===== src/rtl/uart_mem_bridge.sv =====
// Serial debug/boot bridge: 8N1 command frames on rx become 32-bit bus reads/writes,
// replies go back on tx while cpu_hold stalls the core.
module uart_mem_bridge #(
  parameter int CLKS_PER_BIT = 10417
) (
  input  logic        clk,
  input  logic        rst,
  input  logic        rx,
  output logic        tx,
  output logic [31:0] mem_addr,
  output logic [31:0] mem_wdata,
  output logic        mem_we,
  output logic        mem_valid,
  input  logic        mem_ready,
  input  logic [31:0] mem_rdata,
  output logic        cpu_hold
);

  localparam int TW = $clog2(CLKS_PER_BIT) + 1;
  localparam logic [TW-1:0] BIT_LAST  = TW'(CLKS_PER_BIT - 1);
  localparam logic [TW-1:0] HALF_LAST = TW'(CLKS_PER_BIT / 2 - 1);

  typedef enum logic [1:0] {RX_IDLE, RX_START, RX_DATA, RX_STOP} rx_state_e;
  typedef enum logic [2:0] {P_IDLE, P_ADDR, P_DATA, P_MEM, P_RESP} p_state_e;

  logic            rx_meta_q, rx_sync_q, rx_prev_q;
  rx_state_e       rx_state_q, rx_state_d;
  logic [TW-1:0]   rx_cnt_q, rx_cnt_d;
  logic [2:0]      rx_bit_q, rx_bit_d;
  logic [7:0]      rx_shift_q, rx_shift_d;
  logic            byte_valid_s, frame_err_s;

  p_state_e        p_state_q, p_state_d;
  logic            op_we_q, op_we_d;
  logic            nak_q, nak_d;
  logic [1:0]      byte_cnt_q, byte_cnt_d;
  logic [31:0]     mem_addr_q, mem_addr_d;
  logic [31:0]     mem_wdata_q, mem_wdata_d;
  logic            mem_we_q, mem_we_d;
  logic            mem_valid_q, mem_valid_d;
  logic [31:0]     rdata_q, rdata_d;
  logic            cpu_hold_q, cpu_hold_d;
  logic            tx_q, tx_d;
  logic            tx_busy_q, tx_busy_d;
  logic [TW-1:0]   tx_cnt_q, tx_cnt_d;
  logic [3:0]      tx_bit_q, tx_bit_d;
  logic [1:0]      resp_idx_q, resp_idx_d;
  logic [7:0]      resp_byte_s;
  logic [1:0]      resp_last_s;

  // rx synchronizer plus one extra stage for falling-edge detection
  always_ff @(posedge clk or posedge rst) begin
    if (rst) begin
      rx_meta_q <= 1'b1;
      rx_sync_q <= 1'b1;
      rx_prev_q <= 1'b1;
    end else begin
      rx_meta_q <= rx;
      rx_sync_q <= rx_meta_q;
      rx_prev_q <= rx_sync_q;
    end
  end

  // RX frame engine: mid-bit sampling, glitch reject on the start bit
  always_comb begin
    rx_state_d   = rx_state_q;
    rx_cnt_d     = rx_cnt_q;
    rx_bit_d     = rx_bit_q;
    rx_shift_d   = rx_shift_q;
    byte_valid_s = 1'b0;
    frame_err_s  = 1'b0;
    case (rx_state_q)
      RX_IDLE: begin
        rx_cnt_d = '0;
        rx_bit_d = 3'd0;
        if (rx_prev_q && !rx_sync_q) rx_state_d = RX_START;
        else                         rx_state_d = RX_IDLE;
      end
      RX_START: begin
        if (rx_cnt_q == HALF_LAST) begin
          rx_cnt_d   = '0;
          rx_state_d = rx_sync_q ? RX_IDLE : RX_DATA;
        end else begin
          rx_cnt_d = rx_cnt_q + 1'b1;
        end
      end
      RX_DATA: begin
        if (rx_cnt_q == BIT_LAST) begin
          rx_cnt_d   = '0;
          rx_shift_d = {rx_sync_q, rx_shift_q[7:1]};
          rx_bit_d   = rx_bit_q + 1'b1;
          if (rx_bit_q == 3'd7) rx_state_d = RX_STOP;
          else                  rx_state_d = RX_DATA;
        end else begin
          rx_cnt_d = rx_cnt_q + 1'b1;
        end
      end
      RX_STOP: begin
        if (rx_cnt_q == BIT_LAST) begin
          rx_cnt_d     = '0;
          rx_state_d   = RX_IDLE;
          byte_valid_s = rx_sync_q;
          frame_err_s  = !rx_sync_q;
        end else begin
          rx_cnt_d = rx_cnt_q + 1'b1;
        end
      end
      default: rx_state_d = RX_IDLE;
    endcase
  end

  always_comb begin
    resp_last_s = (!nak_q && !op_we_q) ? 2'd3 : 2'd0;
    if (nak_q) begin
      resp_byte_s = 8'h15;
    end else if (op_we_q) begin
      resp_byte_s = 8'h06;
    end else begin
      case (resp_idx_q)
        2'd0:    resp_byte_s = rdata_q[7:0];
        2'd1:    resp_byte_s = rdata_q[15:8];
        2'd2:    resp_byte_s = rdata_q[23:16];
        default: resp_byte_s = rdata_q[31:24];
      endcase
    end
  end

  // Command parser, bus initiator and reply transmitter
  always_comb begin
    p_state_d   = p_state_q;
    op_we_d     = op_we_q;
    nak_d       = nak_q;
    byte_cnt_d  = byte_cnt_q;
    mem_addr_d  = mem_addr_q;
    mem_wdata_d = mem_wdata_q;
    mem_we_d    = mem_we_q;
    mem_valid_d = mem_valid_q;
    rdata_d     = rdata_q;
    cpu_hold_d  = cpu_hold_q;
    tx_d        = tx_q;
    tx_busy_d   = tx_busy_q;
    tx_cnt_d    = tx_cnt_q;
    tx_bit_d    = tx_bit_q;
    resp_idx_d  = resp_idx_q;
    case (p_state_q)
      P_IDLE: begin
        if (byte_valid_s) begin
          cpu_hold_d = 1'b1;
          byte_cnt_d = 2'd0;
          resp_idx_d = 2'd0;
          nak_d      = 1'b0;
          if (rx_shift_q == 8'h57) begin
            op_we_d   = 1'b1;
            p_state_d = P_ADDR;
          end else if (rx_shift_q == 8'h52) begin
            op_we_d   = 1'b0;
            p_state_d = P_ADDR;
          end else begin
            nak_d     = 1'b1;
            p_state_d = P_RESP;
          end
        end else begin
          p_state_d = P_IDLE;
        end
      end
      P_ADDR, P_DATA: begin
        if (frame_err_s) begin
          nak_d     = 1'b1;
          p_state_d = P_RESP;
        end else if (byte_valid_s) begin
          if (p_state_q == P_ADDR) mem_addr_d[{byte_cnt_q, 3'b000} +: 8]  = rx_shift_q;
          else                     mem_wdata_d[{byte_cnt_q, 3'b000} +: 8] = rx_shift_q;
          byte_cnt_d = byte_cnt_q + 1'b1;
          if (byte_cnt_q == 2'd3) begin
            if (p_state_q == P_ADDR && op_we_q) begin
              p_state_d = P_DATA;
            end else begin
              p_state_d   = P_MEM;
              mem_valid_d = 1'b1;
              mem_we_d    = op_we_q;
            end
          end
        end else begin
          p_state_d = p_state_q;
        end
      end
      P_MEM: begin
        if (mem_ready) begin
          mem_valid_d = 1'b0;
          p_state_d   = P_RESP;
          if (!op_we_q) rdata_d = mem_rdata;
          else          rdata_d = rdata_q;
        end else begin
          p_state_d = P_MEM;
        end
      end
      P_RESP: begin
        if (!tx_busy_q) begin
          tx_busy_d = 1'b1;
          tx_bit_d  = 4'd0;
          tx_cnt_d  = '0;
          tx_d      = 1'b0;
        end else if (tx_cnt_q != BIT_LAST) begin
          tx_cnt_d = tx_cnt_q + 1'b1;
        end else begin
          tx_cnt_d = '0;
          if (tx_bit_q == 4'd9) begin
            if (resp_idx_q == resp_last_s) begin
              p_state_d  = P_IDLE;
              cpu_hold_d = 1'b0;
              tx_busy_d  = 1'b0;
              resp_idx_d = 2'd0;
              tx_d       = 1'b1;
            end else begin
              // next reply byte starts straight after this stop bit
              resp_idx_d = resp_idx_q + 1'b1;
              tx_bit_d   = 4'd0;
              tx_d       = 1'b0;
            end
          end else begin
            tx_bit_d = tx_bit_q + 1'b1;
            tx_d     = (tx_bit_q == 4'd8) ? 1'b1 : resp_byte_s[tx_bit_q[2:0]];
          end
        end
      end
      default: p_state_d = P_IDLE;
    endcase
  end

  // State registers for the RX engine and the parser/transmitter
  always_ff @(posedge clk or posedge rst) begin
    if (rst) begin
      rx_state_q  <= RX_IDLE;
      rx_cnt_q    <= '0;
      rx_bit_q    <= 3'd0;
      rx_shift_q  <= 8'h00;
      p_state_q   <= P_IDLE;
      op_we_q     <= 1'b0;
      nak_q       <= 1'b0;
      byte_cnt_q  <= 2'd0;
      mem_addr_q  <= 32'h0000_0000;
      mem_wdata_q <= 32'h0000_0000;
      mem_we_q    <= 1'b0;
      mem_valid_q <= 1'b0;
      rdata_q     <= 32'h0000_0000;
      cpu_hold_q  <= 1'b0;
      tx_q        <= 1'b1;
      tx_busy_q   <= 1'b0;
      tx_cnt_q    <= '0;
      tx_bit_q    <= 4'd0;
      resp_idx_q  <= 2'd0;
    end else begin
      rx_state_q  <= rx_state_d;
      rx_cnt_q    <= rx_cnt_d;
      rx_bit_q    <= rx_bit_d;
      rx_shift_q  <= rx_shift_d;
      p_state_q   <= p_state_d;
      op_we_q     <= op_we_d;
      nak_q       <= nak_d;
      byte_cnt_q  <= byte_cnt_d;
      mem_addr_q  <= mem_addr_d;
      mem_wdata_q <= mem_wdata_d;
      mem_we_q    <= mem_we_d;
      mem_valid_q <= mem_valid_d;
      rdata_q     <= rdata_d;
      cpu_hold_q  <= cpu_hold_d;
      tx_q        <= tx_d;
      tx_busy_q   <= tx_busy_d;
      tx_cnt_q    <= tx_cnt_d;
      tx_bit_q    <= tx_bit_d;
      resp_idx_q  <= resp_idx_d;
    end
  end

  assign tx        = tx_q;
  assign mem_addr  = mem_addr_q;
  assign mem_wdata = mem_wdata_q;
  assign mem_we    = mem_we_q;
  assign mem_valid = mem_valid_q;
  assign cpu_hold  = cpu_hold_q;

endmodule


===== config.mk =====
export PLATFORM = sky130hd
export DESIGN_NAME = uart_mem_bridge
export DESIGN_NICKNAME = d
export VERILOG_FILES = /design/src/rtl/uart_mem_bridge.sv
export SDC_FILE = /design/constraint.sdc
export NUM_CORES = 1
export LEC_CHECK = 0
export BUFFER_PORTS_ARGS = -buffer_cell sky130_fd_sc_hd__buf_2
export CORE_MARGIN = 4
export CORE_UTILIZATION = 46
export DETAILED_ROUTE_END_ITERATION = 8
export PLACE_DENSITY = 0.71
export SLEW_MARGIN = 20
export SYNTH_ARGS = -nofsm -noshare
export SYNTH_HDL_FRONTEND = slang
export SYNTH_SLANG_ARGS = --single-unit
export TNS_END_PERCENT = 5

===== constraint.sdc =====
create_clock -name clk -period 14.1 [get_ports clk]
set_input_delay 2.115 -clock clk [delete_from_list [all_inputs] [get_ports clk]]
set_output_delay 2.115 -clock clk [all_outputs]
set_load 0.01 [all_outputs]

==> results_dict.tcl, run 1 <==
set metrics [dict create \
    fp.dieH_um 135 \
    detail_route.wirelength_um 17300 \
    maximum_number_of_pins_on_one_net_before_global_route_repair 97 \
    drc 0 \
    initial_core_util 0.470 \
    cp_data_required_time_ns 14.55 \
    final_critical_path_setup_slack_ns 10.87 \
    post_synth_instance_area_sq_um 7460 \
    synthDominantAreaCellType "sky130_fd_sc_hd__dfrtp_1" \
    areaGrowthSynthToFinish_pct 16.8 \
    number_of_synthesized_flops_with_an_enable_pin 0 \
    dr_total_vias 5859 \
    synth_async_sr_flop_share 1.00 \
    timing.final.max_slew_violations 0 \
    num_rows 46 \
    report.final.hold_viol_count 0 \
    max_slew.worst_pin.slew_ns 0.961 \
    synth_ff_type "sky130_fd_sc_hd__dfrtp_1" \
    number_of_max_cap_violations 0 \
    antennaDiodeCount 0 \
    clk-insertion-delay-late_ns 0.43 \
    final_cell_mix "sky130_fd_sc_hd__dfrtp_1 (156), sky130_fd_sc_hd__o21ai_0 (121), sky130_fd_sc_hd__buf_2 (103), sky130_fd_sc_hd__nand2_1 (69), sky130_fd_sc_hd__nor2_1 (41)" \
    cts.hold.buffers_added 0 \
    fin_tns_setup_ns 0 \
    run_status "completed" \
    place_congestion 0.811 \
    hp_class "flop to flop" \
    netlist-cell-type-count 68 \
    grt_first_pass_wirelength_um 29100 \
    drt_iter0_markers 411 \
    design.portCount 104 \
    final_common_cell "sky130_fd_sc_hd__dfrtp_1" \
    dr.pass1.iters 5 \
    slew_headroom 0.358 \
    crit_type "primary input to async pin" \
    cts.htree.levels 4 \
    cts.root.buffer_cell "sky130_fd_sc_hd__clkbuf_16" \
    cts_inserted_buffers 17 \
    setup_viol_count_final 0 \
    grt_antenna_before_repair 0 \
    timing.clock.skew_ns 0.00980 \
    postSynthRegisterBits 160 \
    grt_util_all_layers 0.198 \
    place_ws_ns 10.33 \
    vias_per_cell 5.61 \
    postSynthNetCount 769 \
    cts_tree "done" \
    synth_area_per_cell_sq_um 10.4 \
    timing.final.crit_period_ns 3.23 \
    via_count_of_the_first_global_routing_pass 5735 \
    drive_gt1_frac 0.236 \
    nNetsFinal 867 \
    leakage_nw 4.02 \
    irDropWorstVdd_mv 0.0865 \
    timing.final.crit_share 0.229 \
    top_cell_type_s_share_of_synthesized_area 0.523 \
    timing.critical_path.fanout_max 96 \
    grt_setup_unrepaired "false" \
    top_cells_by_area_in_the_synthesized_netlist "sky130_fd_sc_hd__dfrtp_1 (52%), sky130_fd_sc_hd__o21ai_0 (8.1%), sky130_fd_sc_hd__mux2_2 (6.0%), sky130_fd_sc_hd__nand2_1 (3.5%), sky130_fd_sc_hd__ha_1 (2.5%)" \
    max_clock_freq_ghz 0.310 \
    cp-start-kind "primary input" \
    worst_ep_arrival_time_ns 3.68 \
    cts.sink_count 160 \
    die-area_sq_um 18300 \
    worstSetupEndpointType "async pin" \
    clk_pin_slew_worst_paths_ns 0.07 \
    hpwl_um 12000 \
    avgRoutedWirePerCell_um 16.6 \
    synth_seq_area_share 0.537 \
    synth.yosys.warnings 0 \
    grt_remaining_overflow 0 \
    fp.dieW_um 135 \
    core_region_area_sq_um 15900 \
    synthesis.instances 718 \
    port_buffers 103 \
    ctsLongestPathBuffers 2 \
    cts.repair.resized 0 \
    drt.antenna.violating_nets 0 \
    power.density_cell_area_nw_per_um2 141 \
    cts_setup_buffers 0 \
]
[final cells by class]
type                    count  area (sq um)
clock buffers              20           447
well taps                 216           270
clock inverters            12           126
flip-flops and latches    160          4010
fillers                  1426          7180
inverters                  24          95.1
repair buffers            107           546
multi-input cells         506          3220
[critical path, cell delays in order]
cell                    delay, ns
sky130_fd_sc_hd__buf_2       0.12
sky130_fd_sc_hd__inv_6       0.57
sky130_fd_sc_hd__buf_4       0.78
[through the flow]
stage	hold slack, ns	power, mW	cell area (sq um)	util	cells
final	0.361	1.23	8710	0.548	1045
after global routing	0.363	1.30	8710	0.548	1045
after CTS	0.361	1.24	8710	0.548	1045
after detailed placement	0.351	0.794	8140	0.512	1013
after global placement	0.346	0.788	8140	0.512	1013
after floorplan	0.345	0.742	7460	-	718
[worst paths after layout]
path / startpoint / end / slack (ns) / depth (start not counted)
max: rst / mem_addr[12] / 10.87 / 3
min: rx_meta_q / rx_sync_q / 0.36 / 0
max reg2reg: rx_cnt_q[8] / mem_we / 11.24 / 5
min reg2reg: rx_meta_q / rx_sync_q / 0.36 / 0
max in group clk: tx / tx / 10.92 / 1
min in group asynchronous: rst / rdata_q[19] / 1.86 / 2
[cell usage after synthesis (14+ instances only)]
cell	instances
sky130_fd_sc_hd__clkbuf_1	15
sky130_fd_sc_hd__dfrtp_1	156
sky130_fd_sc_hd__ha_1	15
sky130_fd_sc_hd__inv_1	24
sky130_fd_sc_hd__mux2_2	40
sky130_fd_sc_hd__nand2_1	69
sky130_fd_sc_hd__nand3_1	21
sky130_fd_sc_hd__nor2_1	41
sky130_fd_sc_hd__nor3_1	14
sky130_fd_sc_hd__o21ai_0	121
sky130_fd_sc_hd__o21ai_1	23
[metal layers]
metal  up-vias  global-route usage  share of wire
met2       163               0.302           0.48
met3        23              0.0461          0.050
met5         -                   0              0
met1      2883               0.283           0.45
met4         0              0.0627          0.016
li1       2790                   -              -
[registers in the layout, indices dropped and copies added, names as in the netlist, 2 cells and up, named ones only]
name and count:
tx_bit_q 4, tx_cnt_q 15, resp_idx_q 2, mem_addr 32, rx_bit_q 3, rx_cnt_q 15, rdata_q 32, p_state_q 3
rx_shift_q 8, mem_wdata 32, byte_cnt_q 2
[cell families after synthesis]
logic type / after synthesis / synth area share
AO/OA/AOI/OAI: 210 / 0.164
AND/OR/NAND/NOR: 213 / 0.148
flip-flops: 160 / 0.537
buffers and inverters: 52 / 0.0312
XOR/XNOR: 24 / 0.0282
multiplexers: 44 / 0.0658
adder cells (fa/ha/maj): 15 / 0.0252
[where the power goes]
part | switching [mW] | internal [mW]
logic | 0.0998 | 0.105
clock network | 0.193 | 0.252
registers | 0.0548 | 0.527
No activity file was read; power rests on OpenSTA's default activity.
==> run 2: changes to the inputs <==
Clock period 14.1 ns to 3.1 ns, I/O delays scaled along.
==> results_dict.tcl, run 2 (synthesis gave the netlist of run 1 again) <==
set metrics [dict create \
    reg2regPathDepth 6 \
    antennaDiodeCount 0 \
    setup_viol_count_final 0 \
    final-instance-count-excl-fill 1058 \
    clk-insertion-delay-late_ns 0.43 \
    grt_util_all_layers 0.198 \
    cts.htree.levels 4 \
    leakage_nw 4.09 \
    fin_tns_setup_ns 0 \
    number_of_max_cap_violations 0 \
    cts.repair.resized 0 \
    grt_antenna_before_repair 0 \
    final_common_cell "sky130_fd_sc_hd__dfrtp_1" \
    fp.dieH_um 135 \
    seqPwrFrac 0.469 \
    final_cell_mix "sky130_fd_sc_hd__dfrtp_1 (156), sky130_fd_sc_hd__o21ai_0 (121), sky130_fd_sc_hd__buf_2 (103), sky130_fd_sc_hd__nand2_1 (69), sky130_fd_sc_hd__nor2_1 (41)" \
    fillerInstances 1422 \
    clk_pin_slew_worst_paths_ns 0.07 \
    power.density_cell_area_nw_per_um2 638 \
    worst_ep_arrival_time_ns 3.04 \
    max_clock_freq_ghz 0.364 \
    port_buffers 103 \
    areaGrowthSynthToFinish_pct 18.5 \
    initial_core_util 0.470 \
    maximum_number_of_pins_on_one_net_before_global_route_repair 68 \
    slew_headroom 0.420 \
    timing.final.crit_share 0.885 \
    report.final.hold_viol_count 0 \
    total_power_mw 5.64 \
    grt_setup_unrepaired "false" \
    post-place-cells 1026 \
    drc 0 \
    run_status "completed" \
    fp.dieW_um 135 \
    nNetsFinal 880 \
    drt.antenna.violating_nets 0 \
    cellInternalPower_mw 3.97 \
    dr.pass1.iters 7 \
    p_clk_frac 0.359 \
    cts_tree "done" \
    irDropWorstVdd_mv 0.424 \
    sw_frac_of_total 0.297 \
    num_rows 46 \
    avgRoutedWirePerCell_um 16.7 \
    cts.root.buffer_cell "sky130_fd_sc_hd__clkbuf_16" \
    detail_route.wirelength_um 17700 \
    cts_setup_buffers 0 \
    grt_first_pass_wirelength_um 29100 \
    timing.final.max_slew_violations 0 \
    drt_iter0_markers 461 \
    finalCoreUtilization 0.556 \
    hpwl_um 12300 \
    power_switching_mw 1.67 \
    cp_data_required_time_ns 3.40 \
    dr_total_vias 5880 \
    grt_remaining_overflow 0 \
    core_region_area_sq_um 15900 \
    timing.final.crit_period_ns 2.74 \
    max_slew.worst_pin.slew_ns 0.869 \
    via_count_of_the_first_global_routing_pass 5736 \
    timing.hold.ws_ns 0.137 \
    logic_pwr_share 0.172 \
    cts.sink_count 160 \
    place_congestion 0.815 \
    crit_type "flop to flop" \
    hp_class "primary input to flop" \
    cts_inserted_buffers 17 \
    design.portCount 104 \
    drive_gt1_frac 0.251 \
    timing.hold.worst_path_depth 1 \
    worstSetupEndpointType "flop" \
    vias_per_cell 5.56 \
    timing.critical_path.fanout_max 67 \
    cts.hold.buffers_added 0 \
    ctsLongestPathBuffers 2 \
    timing.clock.skew_ns 0.0119 \
    die-area_sq_um 18300 \
    cp-start-kind "flop" \
]
==> run 2: worst max-delay path, cell delays in order, from the launching register on <==
cell                      delay, ns
sky130_fd_sc_hd__dfrtp_1       0.45
sky130_fd_sc_hd__nor4b_4       0.35
sky130_fd_sc_hd__or4b_4        0.53
sky130_fd_sc_hd__or4_4         0.57
sky130_fd_sc_hd__buf_4         0.33
sky130_fd_sc_hd__o21ai_0       0.26
sky130_fd_sc_hd__o21ai_0       0.12
==> run 2: area by class of cell <==
| cell class | instances | area, sq um | area share |
|---|---|---|---|
| Tap cell | 216 | 270 | 0.0306 |
| Clock inverter | 15 | 141 | 0.0160 |
| Timing Repair Buffer | 120 | 681 | 0.0770 |
| Inverter | 24 | 93.8 | 0.0106 |
| Clock buffer | 17 | 425 | 0.0481 |
| Multi-Input combinational cell | 506 | 3220 | 0.364 |
| Sequential cell | 160 | 4010 | 0.454 |
==> run 2: power by group through the flow <==
stage	clock network, mW	registers, mW	logic [mW]
final	2.02	2.64	0.972
after global routing	2.14	2.69	1.10
after CTS	2.06	2.64	0.983
after detailed placement	0	2.67	0.973
after global placement	0	2.66	0.947
after floorplan	0	2.59	0.789
==> run 2: final timing paths <==
check,from,endpoint,slack (ns)
max in group asynchronous,rst,mem_wdata[16],2.04
max,rx_cnt_q[8],mem_addr[16],0.36
min in group asynchronous,rst,mem_addr[27],0.16
min,rx,rx_meta_q,0.14
min reg2reg,rx_meta_q,rx_sync_q,0.36
max reg2reg,rx_cnt_q[8],mem_addr[16],0.36
==> run 2: metal layers <==
metal  vias to the layer above  global-route usage  routed length [um]
met5                         -                   0                   0
met4                         0              0.0532                 229
met3                        17              0.0416                 819
met2                       145               0.312                8540
met1                      2913               0.279                8110
li1                       2805                   -                   -
==> run 2: through the flow <==
stage | instance area [sq um] | setup slack [ns]
after floorplan | 7460 | 0.609
after global placement | 8270 | 0.457
after detailed placement | 8270 | 0.352
after CTS | 8840 | 0.340
after global routing | 8840 | 0.177
final | 8840 | 0.356
